**src/rtl/alu_arbiter.sv**
```systemverilog
// alu_arbiter: round-robin share of one combinational ALU between two requesters.
// Operands are registered onto the ALU, and the result returns over a valid/ready port.
module alu_arbiter #(
    parameter int REGISTER_LEN = 10
) (
    input  logic                    clk,
    input  logic                    rst_n,
    input  logic                    req0_valid,
    output logic                    req0_ready,
    input  logic [2:0]              req0_op,
    input  logic [3:0]              req0_cal,
    input  logic [REGISTER_LEN-1:0] req0_a,
    input  logic [REGISTER_LEN-1:0] req0_b,
    input  logic                    req1_valid,
    output logic                    req1_ready,
    input  logic [2:0]              req1_op,
    input  logic [3:0]              req1_cal,
    input  logic [REGISTER_LEN-1:0] req1_a,
    input  logic [REGISTER_LEN-1:0] req1_b,
    output logic [2:0]              alu_op,
    output logic [3:0]              alu_cal,
    output logic [REGISTER_LEN-1:0] alu_a,
    output logic [REGISTER_LEN-1:0] alu_b,
    input  logic [REGISTER_LEN-1:0] alu_r,
    output logic                    rsp_valid,
    input  logic                    rsp_ready,
    output logic [REGISTER_LEN-1:0] rsp_data,
    output logic                    rsp_id,
    output logic                    busy
);

    typedef enum logic [1:0] {
        IDLE,
        EXEC,
        RESP
    } state_t;

    state_t state;
    state_t state_nxt;
    logic   last_grant;
    logic   grant0;
    logic   grant1;

    // Ready is a combinational grant so a withdrawn request is never granted.
    always_comb begin
        grant0    = 1'b0;
        grant1    = 1'b0;
        state_nxt = state;
        unique case (state)
            IDLE: begin
                grant0 = req0_valid && (!req1_valid || last_grant);
                grant1 = req1_valid && (!req0_valid || !last_grant);
                if (grant0 || grant1)
                    state_nxt = EXEC;
            end
            EXEC: state_nxt = RESP;
            RESP: if (rsp_ready) state_nxt = IDLE;
            default: state_nxt = IDLE;
        endcase
    end

    assign req0_ready = grant0;
    assign req1_ready = grant1;
    assign busy       = (state != IDLE);

    always_ff @(posedge clk or negedge rst_n) begin
        if (!rst_n) begin
            state      <= IDLE;
            last_grant <= 1'b1;
            alu_op     <= '0;
            alu_cal    <= '0;
            alu_a      <= '0;
            alu_b      <= '0;
            rsp_valid  <= 1'b0;
            rsp_data   <= '0;
            rsp_id     <= 1'b0;
        end else begin
            state <= state_nxt;
            unique case (1'b1)
                grant0: begin
                    alu_op     <= req0_op;
                    alu_cal    <= req0_cal;
                    alu_a      <= req0_a;
                    alu_b      <= req0_b;
                    rsp_id     <= 1'b0;
                    last_grant <= 1'b0;
                end
                grant1: begin
                    alu_op     <= req1_op;
                    alu_cal    <= req1_cal;
                    alu_a      <= req1_a;
                    alu_b      <= req1_b;
                    rsp_id     <= 1'b1;
                    last_grant <= 1'b1;
                end
                default: ;
            endcase
            if (state == EXEC) begin
                rsp_data  <= alu_r;
                rsp_valid <= 1'b1;
            end
            if (state == RESP && rsp_ready)
                rsp_valid <= 1'b0;
        end
    end

endmodule

```
**config.mk**
```make
export PLATFORM = sky130hd
export DESIGN_NAME = alu_arbiter
export DESIGN_NICKNAME = d
export VERILOG_FILES = /design/src/rtl/alu_arbiter.sv
export SDC_FILE = /design/constraint.sdc
export NUM_CORES = 1
export LEC_CHECK = 0
export CELL_PAD_IN_SITES_DETAIL_PLACEMENT = 1
export CELL_PAD_IN_SITES_GLOBAL_PLACEMENT = 2
export CORE_MARGIN = 2
export CORE_UTILIZATION = 25
export CTS_BUF_LIST = sky130_fd_sc_hd__clkbuf_8
export DETAILED_ROUTE_END_ITERATION = 6
export GPL_TIMING_DRIVEN = 0
export PLACE_DENSITY_LB_ADDON = 0.3
export SYNTH_ARGS = -nofsm -noshare
export SYNTH_HDL_FRONTEND = slang
export SYNTH_SLANG_ARGS = --single-unit
```
**constraint.sdc**
```tcl
create_clock -name clk -period 1.8 [get_ports clk]
set_input_delay 0.27 -clock clk [delete_from_list [all_inputs] [get_ports clk]]
set_output_delay 0.27 -clock clk [all_outputs]
set_load 0.02 [all_outputs]
```
==> impl_results.md <==
* I/O Pins at 111
* Crit. Startpoint: state[0]
* Critical R2R Launch: state[0]
* Avg Cell Area, Syn at 12.7 um2
* Share of layout cells above drive strength 1 at 0.223
* Initial antenna violation count at 0
* DR WL/cell at 17.6 um
* Post-Layout Cell Count at 401
* Max-slew violation count at 0
* Synthesized flop and latch total at 42
* TritonCTS buffer count at 5
* Final setup violation count at 0
* Max Clk Rate at 589 MHz
* Clock Latency Late Sink at 0.29 ns
* PwrDens at 1700 nW/um2
* Filler cells at 911
* Sw Ratio at 0.388
* Critical Path Source Type: flop
* Post-synth top area share at 0.477
* Final net count at 364
* Antenna Diode Count at 0
* Row count at 33
* Critical Path RT at 1.53 ns
* Fin crit period at 1.70 ns
* Area of the core at 8260 um2
* Hold Path Class: input port to asynchronous set/reset pin
* CTS H-Tree Depth at 2
* Total number of vias at 1980
* TritonRoute pass-1 iters at 4
* Syn Std Cell Area at 2150 um2
* Nature of the critical path endpoint: output port
* DRC Markers at 0
* CTS max path bufs at 2
* Clock sink count at 42
* Port Buffers at 110
* Fin Setup TNS at 0 ns
* Fin util at 0.432
* CTS tree: done
* RSZ-0062 raised after global routing: false
* Die area at 9360 um2
* DRT iter0 DRCs at 53
* Placed cells at 386
* Die width at 96.8 um
* Static Leakage at 1.45 nW
* Area growth, synth to finish at 65.7%
* Final worst slack at 0.104 ns
* Least-Margin Pin Slew at 0.413 ns
* Post-synth top area cell: dfrtp_1
* Clock skew at 0.00771 ns
* Max-cap violations at 0
* Die H at 96.8 um
* Cell variety after synth at 26
* Gr ovfl total at 0
* Total power draw at 6.06 mW
* Part of the power in combinational logic at 0.593
* GR Util All Layers at 0.152
* Reg area at 1050 um2
* Clock transition at path regs at 0.08 ns
* Period utilization at 0.942
* Detail Route Antenna Nets at 0
* Top post-synthesis cells by area: dfrtp_1 (48%), nor3b_1 (9.4%), a221o_1 (9.3%)
* Critical Path AT at 1.43 ns
* Switching pwr at 2.35 mW
* Crit Path Max Fanout at 10
* Routability cong. at 0.708
* Critical path type: flop to output port
* Worst VDD drop at 729 uV
* DRT Wirelength at 7080 um
* Sequential power share at 0.287
* Final Hold Viols at 0
* Clock network fraction of total power at 0.119
* Status: finished clean
* Synth Net Count at 239
* Post-place setup slack at -0.617 ns
* Yosys Warn Count at 0
* Root buf cell: clkbuf_8
* Post-Synthesis Cells at 170
* Initial Utilization at 0.260
* Largest net degree at the start of global routing at 34
* Number of vias per cell at 4.94
* Internal power at 3.71 mW
* Max-slew headroom at 0.725
* First-pass GRT wire length at 11600 um
* Detailed placement HPWL at 5140 um
* Sequential area share after synthesis at 0.489
* Vias in the first global route at 2193
* Multi-input gate area at 965 um2
synthesized netlist by cell type:
library cell	number
nand3_4	1
nand2_1	2
nand2_4	1
and4_2	7
a221o_1	20
a21oi_1	3
nor2_2	1
inv_2	1
buf_6	5
dfrtp_1	41
o21ai_4	1
or2b_2	1
clkbuf_2	1
buf_2	4
buf_4	3
and4_1	20
inv_1	4
mux2_2	10
or2b_1	1
nor3b_1	27
dfstp_2	1
nor2_4	1
clkbuf_1	4
a21o_1	2
o21ai_0	1
a221o_2	7
path summary, 6_finish.rpt:
check,endpoint,slack (ns),cells after the start
max reg2reg,alu_b[9],0.23,6
min reg2reg,rsp_id,0.49,1
max,busy,0.10,5
min,alu_a[8],0.38,2
max in group asynchronous,state[1],0.95,3
min in group clk,rsp_id,0.49,1
power groups by stage:
stage	logic [mW]	registers, mW	clock network [mW]
6_report	3.60	1.74	0.722
2_1_floorplan	1.40	2.28	0
3_3_place_gp	3.46	1.75	0
5_1_grt	3.87	1.81	0.789
3_5_place_dp	3.51	1.75	0
4_1_cts	3.58	1.74	0.749
worst max-delay path: stages, from the launching register on:
cell     delay (ns)
dfrtp_1        0.41
nor2_4         0.18
buf_4          0.15
inv_4          0.06
buf_4          0.17
buf_2          0.16
per-stage QoR:
step                cell area, um2  hold WS, ns
CTS                           3540        0.374
global placement              3380        0.464
floorplan                     2150      -0.0256
finish                        3560        0.377
global route                  3560        0.396
detailed placement            3400        0.159
flip-flops by register name, indices dropped and copies added, names as in the netlist:
register    flops
rsp_id          1
alu_a          10
last_grant      1
state           2
alu_op          3
rsp_data       10
alu_cal         4
rsp_valid       1
alu_b          10
cells by family after synthesis:
family | after synthesis | synth area share
simple gates | 62 | 0.241
flops | 42 | 0.489
compound gates | 34 | 0.154
buf+inv | 22 | 0.0640
mux | 10 | 0.0524
cells in the final DEF, fill, tap and decap left out, types with 3 or more instances in the layout:
master	count
buf_4	12
clkdlybuf4s50_1	104
inv_1	5
and4_1	20
nor3b_1	27
buf_2	5
clkbuf_1	3
and4_2	7
buf_6	6
a221o_2	7
clkbuf_8	5
mux2_2	10
dfrtp_1	40
a221o_1	20
routing by layer:
metal / vias to the layer above / wire (um) / track usage
met2: 60 / 3480 / 0.257
li1: 926 / - / -
met5: - / 0 / 0
met1: 990 / 3220 / 0.198
met3: 4 / 334 / 0.0354
met4: 0 / 45 / 0.0358
final cells by class:
cell class | count | share of cell area
sequential | 42 | 0.296
inverter | 5 | 0.00597
tap | 105 | 0.0369
clock inverter | 3 | 0.0105
multi-input combinational | 106 | 0.271
clock buffer | 5 | 0.0193
timing repair buffer | 118 | 0.325
buffer | 17 | 0.0362
repair_timing:
item | CTS | global route
hold buffers | 1 | 0
endpoints found under the setup margin | 3 | 3
buffers inserted | 4 | 2
gates resized for setup | 19 | 6
endpoints found under the hold margin | 8 | 0
pin swaps | 2 | 1
No activity file was read; power rests on OpenSTA's default activity.
